[src/rtl/sram_port_arbiter_if.sv]
// Request/response and SRAM-pin bundle for sram_port_arbiter.
// slave = arbiter side, master = requester/macro side.
interface sram_port_arbiter_if #(
    parameter int unsigned ADDR_W = 8,
    parameter int unsigned DATA_W = 32
);
    logic              req0_valid;
    logic              req0_ready;
    logic              req0_we;
    logic [ADDR_W-1:0] req0_addr;
    logic [DATA_W-1:0] req0_wdata;
    logic              rsp0_valid;
    logic [DATA_W-1:0] rsp0_rdata;

    logic              req1_valid;
    logic              req1_ready;
    logic              req1_we;
    logic [ADDR_W-1:0] req1_addr;
    logic [DATA_W-1:0] req1_wdata;
    logic              rsp1_valid;
    logic [DATA_W-1:0] rsp1_rdata;

    logic              mem_ce;
    logic              mem_we;
    logic [ADDR_W-1:0] mem_addr;
    logic [DATA_W-1:0] mem_wd;
    logic [DATA_W-1:0] mem_rd;

    modport slave (
        input  req0_valid, req0_we, req0_addr, req0_wdata,
        output req0_ready, rsp0_valid, rsp0_rdata,
        input  req1_valid, req1_we, req1_addr, req1_wdata,
        output req1_ready, rsp1_valid, rsp1_rdata,
        output mem_ce, mem_we, mem_addr, mem_wd,
        input  mem_rd
    );

    modport master (
        output req0_valid, req0_we, req0_addr, req0_wdata,
        input  req0_ready, rsp0_valid, rsp0_rdata,
        output req1_valid, req1_we, req1_addr, req1_wdata,
        input  req1_ready, rsp1_valid, rsp1_rdata,
        input  mem_ce, mem_we, mem_addr, mem_wd,
        output mem_rd
    );
endinterface

[src/rtl/sram_port_arbiter.sv]
// Round-robin two-requester arbiter driving a single-port SRAM macro directly.
// Optional grant/conflict counters are enabled with SRAM_ARB_STATS_EN.
module sram_port_arbiter #(
    parameter int unsigned ADDR_W = 8,
    parameter int unsigned DATA_W = 32
) (
    input  logic                clock,
    input  logic                resetn,
    sram_port_arbiter_if.slave  bus
`ifdef SRAM_ARB_STATS_EN
    ,
    input  logic                stats_clr,
    output logic [15:0]         gnt0_cnt,
    output logic [15:0]         gnt1_cnt,
    output logic [15:0]         conflict_cnt
`endif
);

    logic              gnt0, gnt1, both;
    logic              rr_ptr_q, rr_ptr_d;
    logic              s1_valid_q, s1_valid_d;
    logic              s1_id_q, s1_id_d;
    logic              rsp0_valid_q, rsp1_valid_q;
    logic [DATA_W-1:0] rsp0_rdata_q, rsp1_rdata_q;

    always_comb begin
        both = bus.req0_valid & bus.req1_valid;
        gnt0 = bus.req0_valid & (~bus.req1_valid | ~rr_ptr_q);
        gnt1 = bus.req1_valid & (~bus.req0_valid | rr_ptr_q);
        // After a conflict the pointer moves to the loser.
        rr_ptr_d   = both ? gnt0 : rr_ptr_q;
        s1_valid_d = (gnt0 & ~bus.req0_we) | (gnt1 & ~bus.req1_we);
        s1_id_d    = gnt1;
    end

    assign bus.req0_ready = gnt0;
    assign bus.req1_ready = gnt1;

    // Macro pins are forced idle while reset is asserted.
    always_comb begin
        bus.mem_ce   = 1'b0;
        bus.mem_we   = 1'b0;
        bus.mem_addr = '0;
        bus.mem_wd   = '0;
        if (resetn && gnt0) begin
            bus.mem_ce   = 1'b1;
            bus.mem_we   = bus.req0_we;
            bus.mem_addr = bus.req0_addr;
            bus.mem_wd   = bus.req0_we ? bus.req0_wdata : '0;
        end else if (resetn && gnt1) begin
            bus.mem_ce   = 1'b1;
            bus.mem_we   = bus.req1_we;
            bus.mem_addr = bus.req1_addr;
            bus.mem_wd   = bus.req1_we ? bus.req1_wdata : '0;
        end
    end

    always_ff @(posedge clock or negedge resetn) begin
        if (!resetn) begin
            rr_ptr_q     <= 1'b0;
            s1_valid_q   <= 1'b0;
            s1_id_q      <= 1'b0;
            rsp0_valid_q <= 1'b0;
            rsp1_valid_q <= 1'b0;
            rsp0_rdata_q <= '0;
            rsp1_rdata_q <= '0;
        end else begin
            rr_ptr_q     <= rr_ptr_d;
            s1_valid_q   <= s1_valid_d;
            s1_id_q      <= s1_id_d;
            rsp0_valid_q <= s1_valid_q & ~s1_id_q;
            rsp1_valid_q <= s1_valid_q & s1_id_q;
            if (s1_valid_q && !s1_id_q) rsp0_rdata_q <= bus.mem_rd;
            if (s1_valid_q && s1_id_q)  rsp1_rdata_q <= bus.mem_rd;
        end
    end

    assign bus.rsp0_valid = rsp0_valid_q;
    assign bus.rsp1_valid = rsp1_valid_q;
    assign bus.rsp0_rdata = rsp0_rdata_q;
    assign bus.rsp1_rdata = rsp1_rdata_q;

`ifdef SRAM_ARB_STATS_EN
    logic [15:0] gnt0_cnt_q, gnt1_cnt_q, conflict_cnt_q;

    always_ff @(posedge clock or negedge resetn) begin
        if (!resetn) begin
            gnt0_cnt_q     <= '0;
            gnt1_cnt_q     <= '0;
            conflict_cnt_q <= '0;
        end else if (stats_clr) begin
            gnt0_cnt_q     <= '0;
            gnt1_cnt_q     <= '0;
            conflict_cnt_q <= '0;
        end else begin
            if (gnt0 && gnt0_cnt_q != 16'hFFFF)         gnt0_cnt_q     <= gnt0_cnt_q + 16'd1;
            if (gnt1 && gnt1_cnt_q != 16'hFFFF)         gnt1_cnt_q     <= gnt1_cnt_q + 16'd1;
            if (both && conflict_cnt_q != 16'hFFFF)     conflict_cnt_q <= conflict_cnt_q + 16'd1;
        end
    end

    assign gnt0_cnt     = gnt0_cnt_q;
    assign gnt1_cnt     = gnt1_cnt_q;
    assign conflict_cnt = conflict_cnt_q;
`endif

endmodule

[src/flat_wrapper.sv]
// flat-port wrapper written by rule: the top's interface ports become plain ports
module sram_port_arbiter_flat 
#(
    parameter int unsigned ADDR_W = 8,
    parameter int unsigned DATA_W = 32
)
  (clock, resetn, bus_req0_valid, bus_req0_we, bus_req0_addr, bus_req0_wdata, bus_req0_ready, bus_rsp0_valid, bus_rsp0_rdata, bus_req1_valid, bus_req1_we, bus_req1_addr, bus_req1_wdata, bus_req1_ready, bus_rsp1_valid, bus_rsp1_rdata, bus_mem_ce, bus_mem_we, bus_mem_addr, bus_mem_wd, bus_mem_rd);
  sram_port_arbiter_if #(.ADDR_W(ADDR_W), .DATA_W(DATA_W)) bus_i ();
  input  logic clock;
  input  logic resetn;
  input wire logic [$bits(bus_i.req0_valid)-1:0] bus_req0_valid;
  input wire logic [$bits(bus_i.req0_we)-1:0] bus_req0_we;
  input wire logic [$bits(bus_i.req0_addr)-1:0] bus_req0_addr;
  input wire logic [$bits(bus_i.req0_wdata)-1:0] bus_req0_wdata;
  output wire logic [$bits(bus_i.req0_ready)-1:0] bus_req0_ready;
  output wire logic [$bits(bus_i.rsp0_valid)-1:0] bus_rsp0_valid;
  output wire logic [$bits(bus_i.rsp0_rdata)-1:0] bus_rsp0_rdata;
  input wire logic [$bits(bus_i.req1_valid)-1:0] bus_req1_valid;
  input wire logic [$bits(bus_i.req1_we)-1:0] bus_req1_we;
  input wire logic [$bits(bus_i.req1_addr)-1:0] bus_req1_addr;
  input wire logic [$bits(bus_i.req1_wdata)-1:0] bus_req1_wdata;
  output wire logic [$bits(bus_i.req1_ready)-1:0] bus_req1_ready;
  output wire logic [$bits(bus_i.rsp1_valid)-1:0] bus_rsp1_valid;
  output wire logic [$bits(bus_i.rsp1_rdata)-1:0] bus_rsp1_rdata;
  output wire logic [$bits(bus_i.mem_ce)-1:0] bus_mem_ce;
  output wire logic [$bits(bus_i.mem_we)-1:0] bus_mem_we;
  output wire logic [$bits(bus_i.mem_addr)-1:0] bus_mem_addr;
  output wire logic [$bits(bus_i.mem_wd)-1:0] bus_mem_wd;
  input wire logic [$bits(bus_i.mem_rd)-1:0] bus_mem_rd;
  assign bus_i.req0_valid = bus_req0_valid;
  assign bus_i.req0_we = bus_req0_we;
  assign bus_i.req0_addr = bus_req0_addr;
  assign bus_i.req0_wdata = bus_req0_wdata;
  assign bus_req0_ready = bus_i.req0_ready;
  assign bus_rsp0_valid = bus_i.rsp0_valid;
  assign bus_rsp0_rdata = bus_i.rsp0_rdata;
  assign bus_i.req1_valid = bus_req1_valid;
  assign bus_i.req1_we = bus_req1_we;
  assign bus_i.req1_addr = bus_req1_addr;
  assign bus_i.req1_wdata = bus_req1_wdata;
  assign bus_req1_ready = bus_i.req1_ready;
  assign bus_rsp1_valid = bus_i.rsp1_valid;
  assign bus_rsp1_rdata = bus_i.rsp1_rdata;
  assign bus_mem_ce = bus_i.mem_ce;
  assign bus_mem_we = bus_i.mem_we;
  assign bus_mem_addr = bus_i.mem_addr;
  assign bus_mem_wd = bus_i.mem_wd;
  assign bus_i.mem_rd = bus_mem_rd;
  sram_port_arbiter #(.ADDR_W(ADDR_W), .DATA_W(DATA_W)) u_core (.clock(clock), .resetn(resetn), .bus(bus_i));
endmodule
[config.mk]
export PLATFORM = sky130hd
export DESIGN_NAME = sram_port_arbiter_flat
export DESIGN_NICKNAME = d
export VERILOG_FILES = /design/src/rtl/sram_port_arbiter_if.sv /design/src/rtl/sram_port_arbiter.sv /design/src/flat_wrapper.sv
export SDC_FILE = /design/constraint.sdc
export NUM_CORES = 1
export LEC_CHECK = 0
export CAP_MARGIN = 20
export CORE_ASPECT_RATIO = 1.75
export CORE_MARGIN = 2
export CORE_UTILIZATION = 37
export DETAILED_ROUTE_END_ITERATION = 6
export PLACE_DENSITY = 0.83
export SLEW_MARGIN = 15
export SYNTH_ARGS = -nofsm -noshare
export SYNTH_HDL_FRONTEND = slang
export SYNTH_SLANG_ARGS = --single-unit
[constraint.sdc]
create_clock -name clock -period 2.35 [get_ports clock]
set_input_delay 0.47 -clock clock [delete_from_list [all_inputs] [get_ports clock]]
set_output_delay 0.47 -clock clock [all_outputs]
set_load 0.01 [all_outputs]
==> flow_summary.json <==
{
  "detail_route.wl_per_cell_um": 18.6,
  "cellPowerDensity_mw_per_mm2": 1000,
  "synth_async_sr_flop_share_pct": 100,
  "max_stage_delay_ns": 0.41,
  "cts_tree": "built",
  "die_x_um": 73.1,
  "viasPerCell": 5.06,
  "die_area_mm2": 0.00914,
  "hpwl_um": 8390,
  "yosysMostFrequentCell": "dfrtp_1",
  "antenna_found_initial": 0,
  "core-area_mm2": 0.00820,
  "clkLatencyLatePin_ns": 0.33,
  "max-cap-violations": 0,
  "post-route-drc-count": 0,
  "worstMarginPinSlew_ns": 0.466,
  "netlist.area_leader.share_pct": 55.8,
  "end_kind": "output port",
  "status": "finished, final reports clean",
  "slew_headroom_pct": 68.9,
  "num_vias": 2837,
  "first_pass_iters": 4,
  "irDropWorstVdd_mv": 0.436,
  "fmax_mhz": 430,
  "fill_cells": 622,
  "fin_skew_ns": 0.00254,
  "final_max_slew_viol_count": 0,
  "synth_top_cell_by_area": "dfrtp_1",
  "cts.sinks": 69,
  "rsz0062_at_grt": "yes",
  "nets": 584,
  "ys.flop_type": "dfrtp_1",
  "track_usage_pct": 23.3,
  "drt_iter0_drc": 84,
  "critical_path.cell_chain": "nand2b_1 > and4_4 > buf_12 > or2_2 > dlygate4sd2_1",
  "post_route_cells_drive_above_1_share_pct": 23.5,
  "ys_ff_latch": 69,
  "r2r_cells": 3,
  "critPathLaunch": "u_core.rr_ptr_q",
  "synth_edf_count": 0,
  "crit_type": "flip-flop to output port",
  "die_h_um": 125,
  "fin_crit_ns": 2.33,
  "endpoint": "bus_mem_we",
  "place_area_mm2": 0.00553,
  "r2r-start": "u_core.s1_id_q",
  "cpMaxStageDelayCell": "dfrtp_1",
  "netlist_top_cells_area": "dfrtp_1 (56%), mux2_2 (23%), a22o_1 (8.5%)",
  "path_delay_family": "simple AND/OR/NAND/NOR gates",
  "root_buffer": "clkbuf_16",
  "yosysSeqAreaShare_pct": 55.8,
  "start_util_pct": 37.7,
  "routed_wl_um": 10500,
  "cp_num_cells": 5,
  "area_delta_synth_final_pct": 86.6,
  "finalCritPeriodShare_pct": 99.0,
  "r2r_slack_ns": 0.93,
  "grt_pass1_wl_um": 15800,
  "grt_pass1_vias": 3096,
  "fin_area_mm2": 0.00578,
  "synth_fp_nets": 343,
  "hp-class": "input port to asynchronous set/reset pin",
  "rows": 44,
  "crit_buf_inv": 2,
  "antenna_left": 0,
  "clk_pin_slew_ns": 0.05,
  "gr-total-overflow": 0,
  "cp.required_ns": 1.88,
  "synth_cell_types": 25,
  "clk_path_buf_depth": 2,
  "grt_start_max_net_pins": 37,
  "cp.arrival_ns": 1.86,
  "hold_violations": 0,
  "synth.avg_cell_area_um2": 13.8,
  "start_kind": "flip-flop",
  "port_buffers": 227,
  "synth_area_mm2": 0.00310,
  "path_max_fanout": 31,
  "cts_buffers": 9,
  "p_total_uw": 5780,
  "finalSetupViolCount": 0,
  "syn_inst": 225,
  "hold_buffers": 0,
  "ys_warn_count": 0,
  "io_pins": 228,
  "p_leak_uw": 0.00256,
  "htreeDepth": 3,
  "antenna_cells": 0,
  "place.gp.congestion": 0.814,
  "synth_commonest_cells": "dfrtp_1 (69), mux2_2 (64), a22o_1 (30)",
  "timing.rr.end": "u_core.bus.rsp1_rdata[21]"
}
==> worst reg2reg max path, delay by kind of cell, from the launching register on <==
family,cells,cell delay (ns)
mux,1,0.42
flops,1,0.40
buf+inv,1,0.39
simple gates,1,0.08
==> worst min-delay path by stage <==
stage,cells past startpoint,to,startpoint,slack [ns]
final,3,u_core.bus.rsp0_rdata[5],resetn,0.47
after global routing,1,u_core.bus.rsp0_rdata[3],u_core.bus.rsp0_rdata[3],0.51
after CTS,3,u_core.bus.rsp0_rdata[8],resetn,0.47
after detailed placement,1,u_core.bus.rsp1_rdata[4],u_core.bus.rsp1_rdata[4],0.49
after global placement,1,u_core.bus.rsp1_rdata[20],u_core.bus.rsp1_rdata[20],0.49
after floorplan,0,u_core.bus.rsp0_rdata[0],resetn,0.17
==> routing by layer <==
metal  global-route usage (%)  vias up  share of wire (%)
li1                         -     1293                  -
met4                     9.26        0                2.3
met5                        0        -                  0
met3                     7.17       18                7.6
met1                     24.3     1360                 35
met2                     42.0      166                 55
==> power by group <==
part           switching [uW]  internal [uW]  leakage (uW)  total, uW
Sequential                285           1730      0.000810       2020
Clock                     445            755      0.000134       1200
Combinational             915           1650       0.00161       2560
Total                    1650           4130       0.00256       5780
==> metrics by stage <==
stage / hold slack [ns] / worst slack [ns] / util (%) / instances / TNS (ns)
floorplan: 0.174 / 0.608 / - / 225 / 0
global placement: 0.485 / -0.381 / 67.4 / 545 / -11.97
detailed placement: 0.492 / -0.368 / 67.4 / 545 / -12.66
CTS: 0.467 / 0.00573 / 70.2 / 560 / 0
global route: 0.509 / -0.0265 / 70.4 / 561 / -0.0265
finish: 0.468 / 0.0238 / 70.4 / 561 / 0
==> cell families after synthesis <==
group	Yosys count	share of synthesized area (%)
flops	69	55.8
mux	64	23.3
simple gates	28	4.77
compound gates	42	10.8
buf+inv	21	5.05
xor+xnor	1	0.283
==> sequential cells by signal, indices dropped and copies added (netlist names) <==
register,cells
u_core.bus.rsp0_rdata,32
u_core.bus.rsp0_valid,1
u_core.bus.rsp1_rdata,32
u_core.bus.rsp1_valid,1
u_core.rr_ptr_q,1
u_core.s1_id_q,1
u_core.s1_valid_q,1
==> repair_timing <==
item,in CTS,in global routing
pin swaps,1,1
endpoints found under the setup margin,42,9
hold endpoints to repair,0,0
setup buffers,1,1
gates resized for setup,54,10
==> cells in the final DEF, fill, tap and decap left out, types with 3 or more instances in the layout <==
cell type	synthesis	routed
a22o_1	30	29
nand3_1	10	10
clkdlybuf4s50_1	0	181
dlygate4sd2_1	0	34
dfrtp_1	69	69
nand2_1	11	11
clkdlybuf4s15_1	0	7
mux2_2	64	64
o21ai_0	8	8
buf_12	0	3
clkbuf_16	0	9
buf_4	0	17
==> final cells by class <==
class	instances	area (um^2)	share of cell area, %
clock buffer	12	256	4.44
timing repair buffer	248	2420	42.0
clock inverter	2	10.0	0.173
tap	92	115	1.99
multi-input combinational	135	1230	21.3
inverter	3	13.8	0.238
sequential	69	1730	29.9
No activity file was read; power rests on OpenSTA's default activity.
